### config.mk
export PLATFORM = sky130hd
export DESIGN_NAME = ir_array_intf
export DESIGN_NICKNAME = d
export VERILOG_FILES = /design/src/rtl/ir_array_intf.sv
export SDC_FILE = /design/constraint.sdc
export NUM_CORES = 1
export LEC_CHECK = 0
export BUFFER_PORTS_ARGS = -buffer_cell sky130_fd_sc_hd__buf_2
export CAP_MARGIN = 10
export CORE_MARGIN = 2
export CORE_UTILIZATION = 35
export DETAILED_ROUTE_END_ITERATION = 6
export MAX_ROUTING_LAYER = met4
export SETUP_SLACK_MARGIN = 0.02
export SYNTH_ARGS = -nofsm -noshare
export SYNTH_HDL_FRONTEND = slang
export SYNTH_SLANG_ARGS = --single-unit
### constraint.sdc
create_clock -name clk -period 2.8 [get_ports clk]
set_input_delay 0.14 -clock clk [delete_from_list [all_inputs] [get_ports clk]]
set_output_delay 0.14 -clock clk [all_outputs]
set_load 0.02 [all_outputs]
### src/rtl/ir_array_intf.sv
// ir_array_intf: N-channel IR reflectance-sensor front end.
// Generates a windowed, duty-programmable PWM emitter enable, samples the
// active-low sensor inputs at the end of each emitter window through a
// two-stage synchroniser, then debounces each channel and optionally blanks
// it after a rise. Produces clean levels, one-cycle rise pulses and a
// sample-valid strobe.
module ir_array_intf #(
  parameter int NUM_CH   = 3,
  parameter int TMR_W    = 17,
  parameter int BLANK_W  = 23,
  parameter int FILT     = 2,
  parameter int FAST_SIM = 1
) (
  input  logic              clk,
  input  logic              rst_n,
  input  logic [NUM_CH-1:0] IR_n,
  input  logic [2:0]        duty,
  input  logic [NUM_CH-1:0] blank_mask,
  output logic              IR_en,
  output logic [NUM_CH-1:0] IR,
  output logic [NUM_CH-1:0] IR_rise,
  output logic              smpl_vld
);

  // Effective period-timer and blanking-timer widths.
  localparam int P    = (FAST_SIM != 0) ? TMR_W - 3 : TMR_W;
  localparam int B    = (FAST_SIM != 0) ? BLANK_W - 6 : BLANK_W;
  localparam int DC_W = $clog2(FILT + 1);

  logic [P-1:0]        tmr;
  logic                ir_on;
  logic                strobe;
  logic [2:0]          duty_lat;
  logic [2:0]          pc;
  logic [2:0]          eff;

  logic [NUM_CH-1:0]   s1;
  logic [NUM_CH-1:0]   s2;
  logic                stb_d1;
  logic                stb_d2;

  logic [DC_W-1:0]     dc     [NUM_CH];
  logic [DC_W-1:0]     dc_nxt [NUM_CH];
  logic [BLANK_W-1:0]  bt     [NUM_CH];
  logic [BLANK_W-1:0]  bt_nxt [NUM_CH];
  logic [NUM_CH-1:0]   blankover;
  logic [NUM_CH-1:0]   ir_nxt;

  // Emitter window is the first sixteenth of the period; the strobe marks
  // its last cycle, when the reflected signal has had longest to settle.
  assign ir_on  = (tmr[P-1:P-4] == 4'd0);
  assign strobe = ir_on && (&tmr[P-5:0]);
  assign eff    = ir_on ? duty_lat : 3'd0;

  // Free-running period timer, PWM phase counter and per-window duty latch.
  // NOTE: every clocked block uses non-blocking assignments so all flops
  // sample pre-edge values, independent of statement order.
  always_ff @(posedge clk or negedge rst_n) begin
    if (!rst_n) begin
      tmr      <= '0;
      pc       <= '0;
      duty_lat <= '0;
    end else begin
      tmr <= tmr + P'(1);
      pc  <= pc + 3'd1;
      if (tmr == '0) duty_lat <= duty;
    end
  end

  // Emitter enable: set at the start of each 8-clock PWM frame, cleared once
  // the phase reaches the effective duty. Clear wins over set.
  always_ff @(posedge clk or negedge rst_n) begin
    if (!rst_n) begin
      IR_en <= 1'b0;
    end else if (pc >= eff) begin
      IR_en <= 1'b0;
    end else if (pc == 3'd0) begin
      IR_en <= 1'b1;
    end
  end

  // Capture on the strobe, resynchronise, and carry the strobe alongside.
  always_ff @(posedge clk or negedge rst_n) begin
    if (!rst_n) begin
      s1       <= '0;
      s2       <= '0;
      stb_d1   <= 1'b0;
      stb_d2   <= 1'b0;
      smpl_vld <= 1'b0;
    end else begin
      if (strobe) s1 <= ~IR_n;
      s2       <= s1;
      stb_d1   <= strobe;
      stb_d2   <= stb_d1;
      smpl_vld <= stb_d2;
    end
  end

  // A channel is out of blanking once the low B bits of its timer saturate.
  always_comb begin
    blankover = '0;
    for (int i = 0; i < NUM_CH; i++) begin
      blankover[i] = &bt[i][B-1:0];
    end
  end

  // Per-channel debounce and blanking next-state.
  // NOTE: every target gets a default at the top so no path leaves a value
  // unassigned, which would otherwise infer a latch.
  always_comb begin
    ir_nxt = IR;
    dc_nxt = dc;
    bt_nxt = bt;
    for (int i = 0; i < NUM_CH; i++) begin
      if (stb_d2 && blankover[i]) begin
        if (s2[i] == IR[i]) begin
          dc_nxt[i] = '0;
        end else if (int'(dc[i]) + 1 == FILT) begin
          ir_nxt[i] = s2[i];
          dc_nxt[i] = '0;
        end else begin
          dc_nxt[i] = dc[i] + DC_W'(1);
        end
      end
      // A masked rise (re)starts the blank, even if one is already running.
      if (IR_rise[i] && blank_mask[i]) begin
        bt_nxt[i] = '0;
      end else if (!blankover[i]) begin
        bt_nxt[i] = bt[i] + BLANK_W'(1);
      end
    end
  end

  // Register clean levels, rise pulses, debounce counters and blank timers.
  // NOTE: the per-channel arrays are small register files and must be reset:
  // the blank timers start all-ones so no channel begins in blanking.
  always_ff @(posedge clk or negedge rst_n) begin
    if (!rst_n) begin
      IR      <= '0;
      IR_rise <= '0;
      dc      <= '{default: '0};
      bt      <= '{default: '1};
    end else begin
      IR      <= ir_nxt;
      IR_rise <= ir_nxt & ~IR;
      dc      <= dc_nxt;
      bt      <= bt_nxt;
    end
  end

endmodule

==> run summary <==
Result of the run = finished, final reports clean
Count of input and output buffers = 18
Antenna-violating nets left = 0
Routed wire length per instance = 12.39 um
Starting density of the core = 36.26%
Critical path capture point = bt[37]$_DFFE_PN1P_
Grt total ovfl = 0
Via count = 2893
Count of state elements after synthesis = 93
Yosys warnings = 0
Worst Path Class, Setup = register to register
Area of all sequential standard cells = 2391 sq um
Number of cells on the critical path = 9
Crit. End Element = register
Number of top-level design ports = 19
Post-Syn Area = 4392 sq um
Post-synthesis sequential area ratio = 54.44%
Unrepaired setup endpoints after global routing = no
Startpoint of the worst-slack reg-to-reg timing path = bt[31]$_DFFE_PN1P_
Syn Nets = 426
Slew at the pin closest to its max-slew limit = 618.9 ps
Number of violations reported at the end of detailed-routing iteration 0 = 145
Bufs on Longest Clock Path = 2
Crit-path slowest cell = sky130_fd_sc_hd__dfstp_2
R2R depth = 9
Most common cell type on the critical path = sky130_fd_sc_hd__nand4_1
Timing startpoint of the critical path = bt[31]$_DFFE_PN1P_
Post-layout net count = 452
Data arrival time of the critical path = 2770 ps
Clk Latency, worst-skew pair = 340 ps
Routed WL = 7446 um
TritonCTS Buffers = 9
Post-route DRC = 0
Number of buffer and inverter instances along the worst setup path = 1
Worst slew margin relative to its limit = 58.74%
Total of fill cells in the finished design = 1197
Flop-to-flop setup slack = 300 ps
Global-route total usage across every layer = 13.21%
Count of inserted antenna diode cells = 0
Final setup violation count = 0
Area after detailed placement = 4676 sq um
Leak = 2.189 nW
Die extent in x = 116.0 um
Category of cells accounting for the largest share of critical-path delay = simple AND/OR/NAND/NOR gates
Number of setup buffers added after CTS = 0
Layout Cell Area excl Fill = 5007 sq um
Share of layout cells above drive strength 1 = 23.56%
Vias in the first global route = 2998
Clock Sink Count = 93
Clock transition at the registers of the reported paths = 60 ps
Worst VDD drop = 0.4142 mV
Number of optimization iterations in the first detailed-route pass = 4
Total power divided by cell area = 517.6 nW/um^2
Vias per cell = 4.814
Standard-cell rows = 40
Gate count of the mapped netlist = 402
First-pass GRT wire length = 13610 um
Cell Chain, Critical Path = and4_1 -> nand4_1 -> nor4_1 -> ha_1 -> buf_4 -> nand2b_1 -> nor3_1 -> nand4_1 -> mux2i_1
Initial antenna violation count = 0
Average cell area after synthesis = 10.92 sq um
Fin crit period = 2503 ps
Setup TNS = 0 ps
Area enclosed by the die boundary = 13460 sq um
H-tree depth = 3
Crit Path Max Fanout = 6
Slew Limit Fails = 0
Routability cong. = 0.7622
Area growth from synthesis to final layout = 14.02%
Class of the most critical hold timing path = input port to register
Maximum number of pins on one net before global-route repair = 59
Delay of the slowest cell on the worst path = 570 ps
Highest achievable clock rate = 399.5 MHz
Final hold vios = 0
Max Cap Violations = 0
Top flip-flop cell by instance count after synthesis = sky130_fd_sc_hd__dfstp_2
Total area of multi-input combinational cells = 1883 sq um
Part of the cycle the worst path needs = 89.39%
Startpoint type of the worst setup path = register
Terminus of the critical flop-to-flop path = bt[37]$_DFFE_PN1P_
Clock Skew = 4.344 ps
Post-detail-place hpwl = 5046 um
Root buf cell = sky130_fd_sc_hd__clkbuf_16
Vertical extent of the die = 116.0 um
Number of unique standard cell types used by synthesis = 43
Area of the core = 12110 sq um
CP Data Required Time = 3060 ps
Number of enable flip-flop cells after synthesis = 0
Fraction of synthesis flops using an asynchronous set or reset pin = 100.0%
CTS tree = built
Cells resized by post-CTS repair = 0
-- stage by stage --
stage / total power, mW / setup WS (ps) / util, % / hold slack (ps) / cells
2_1_floorplan: 1.391 / 362.4 / - / -155.6 / 402
3_3_place_gp: 1.431 / 383.9 / 38.61 / 123.9 / 581
3_5_place_dp: 1.433 / 281.7 / 38.61 / 130.2 / 581
4_1_cts: 2.632 / 268.5 / 41.34 / 21.22 / 601
5_1_grt: 2.694 / 29.74 / 41.34 / 23.48 / 601
6_report: 2.592 / 297.0 / 41.34 / 28.34 / 601
-- placed cells by master (no fill, tap or decap), types with 10 or more instances in the layout --
master	netlist	layout
sky130_fd_sc_hd__dfstp_2	51	51
sky130_fd_sc_hd__nand4_1	11	11
sky130_fd_sc_hd__xnor2_1	28	28
sky130_fd_sc_hd__dfrtp_1	42	42
sky130_fd_sc_hd__or3_1	13	13
sky130_fd_sc_hd__nand2_1	28	28
sky130_fd_sc_hd__o21ai_0	13	13
sky130_fd_sc_hd__xor2_1	17	17
sky130_fd_sc_hd__a21oi_1	18	18
sky130_fd_sc_hd__ha_1	13	13
sky130_fd_sc_hd__nand3_1	19	19
sky130_fd_sc_hd__inv_1	15	15
sky130_fd_sc_hd__nor2_1	41	41
sky130_fd_sc_hd__buf_2	2	17
sky130_fd_sc_hd__mux2i_1	10	10
-- cells by family after synthesis --
| group | after synthesis | share of synthesized area [%] |
|---|---|---|
| muxes | 17 | 4.074 |
| AOI/OAI and AO/OA | 38 | 4.844 |
| and+or+nand+nor | 170 | 21.28 |
| DFF | 93 | 54.44 |
| adders and majority gates | 13 | 3.704 |
| xor gates and xnor gates | 45 | 8.974 |
| buffers and inverters | 26 | 2.678 |
-- worst min-delay path by stage --
stage	from	depth (start not counted)	end	slack, ps
2_1_floorplan	rst_n	0	IR[0]$_DFF_PN0_	-160
3_3_place_gp	rst_n	1	tmr[3]$_DFF_PN0_	120
3_5_place_dp	rst_n	1	tmr[3]$_DFF_PN0_	130
4_1_cts	duty[1]	2	duty_lat[1]$_DFFE_PN0N_	20
5_1_grt	duty[1]	2	duty_lat[1]$_DFFE_PN0N_	20
6_report	duty[1]	2	duty_lat[1]$_DFFE_PN0N_	30
-- area by class of cell --
type / count / area share, %
repair buffers: 26 / 3.498
inverters: 15 / 1.124
well taps: 168 / 4.198
flip-flops and latches: 93 / 47.75
clock buffers: 16 / 5.822
multi-input cells: 283 / 37.61
-- layer usage --
metal	GRT usage (%)	wire [um]
met1	16.98	3653
met2	19.22	3291
met3	3.609	286
met4	6.587	214
met5	-	0
-- cell usage after synthesis, drive strengths merged, types with 6 or more instances --
cell type | instances | area share, %
dfstp | 51 | 31
dfrtp | 42 | 24
nor2 | 41 | 3.5
nand2 | 28 | 2.4
xnor2 | 28 | 5.6
nand3 | 20 | 2.4
a21oi | 18 | 2.1
xor2 | 17 | 3.4
inv | 15 | 1.3
or3 | 15 | 2.2
ha | 13 | 3.7
o21ai | 13 | 1.5
nand4 | 11 | 1.6
mux2i | 10 | 2.3
nor4 | 9 | 1.3
clkbuf | 8 | 0.91
nor3 | 8 | 0.91
mux2 | 7 | 1.8
and3 | 6 | 0.85
-- worst register-to-register path, delay by kind of cell (launching register included) --
family | cells | cell delay (ps)
flip-flops | 1 | 570
buffers and inverters | 1 | 170
AND/OR/NAND/NOR | 6 | 1240
adder cells (fa/ha/maj) | 1 | 250
multiplexers | 1 | 200
-- timing repair --
action	in CTS	in global routing
hold buffers	4	0
endpoints found under the setup margin	0	0
hold endpoints to repair	21	0
-- power by group --
| group | total, mW | internal (mW) | switching, mW | leakage (nW) |
|---|---|---|---|---|
| combinational | 0.0528 | 0.0192 | 0.0336 | 0.968 |
| sequential | 1.36 | 1.36 | 0.00467 | 1.08 |
| clock | 1.18 | 0.701 | 0.478 | 0.143 |
-- sequential cells by signal, indices dropped and copies added, names as in the netlist --
register,count
IR,3
IR_en,1
IR_rise,3
bt,51
dc,6
duty_lat,3
pc,3
s1,3
s2,3
smpl_vld,1
stb_d1,1
stb_d2,1
tmr,14
Power figures use the tool's default switching activity.
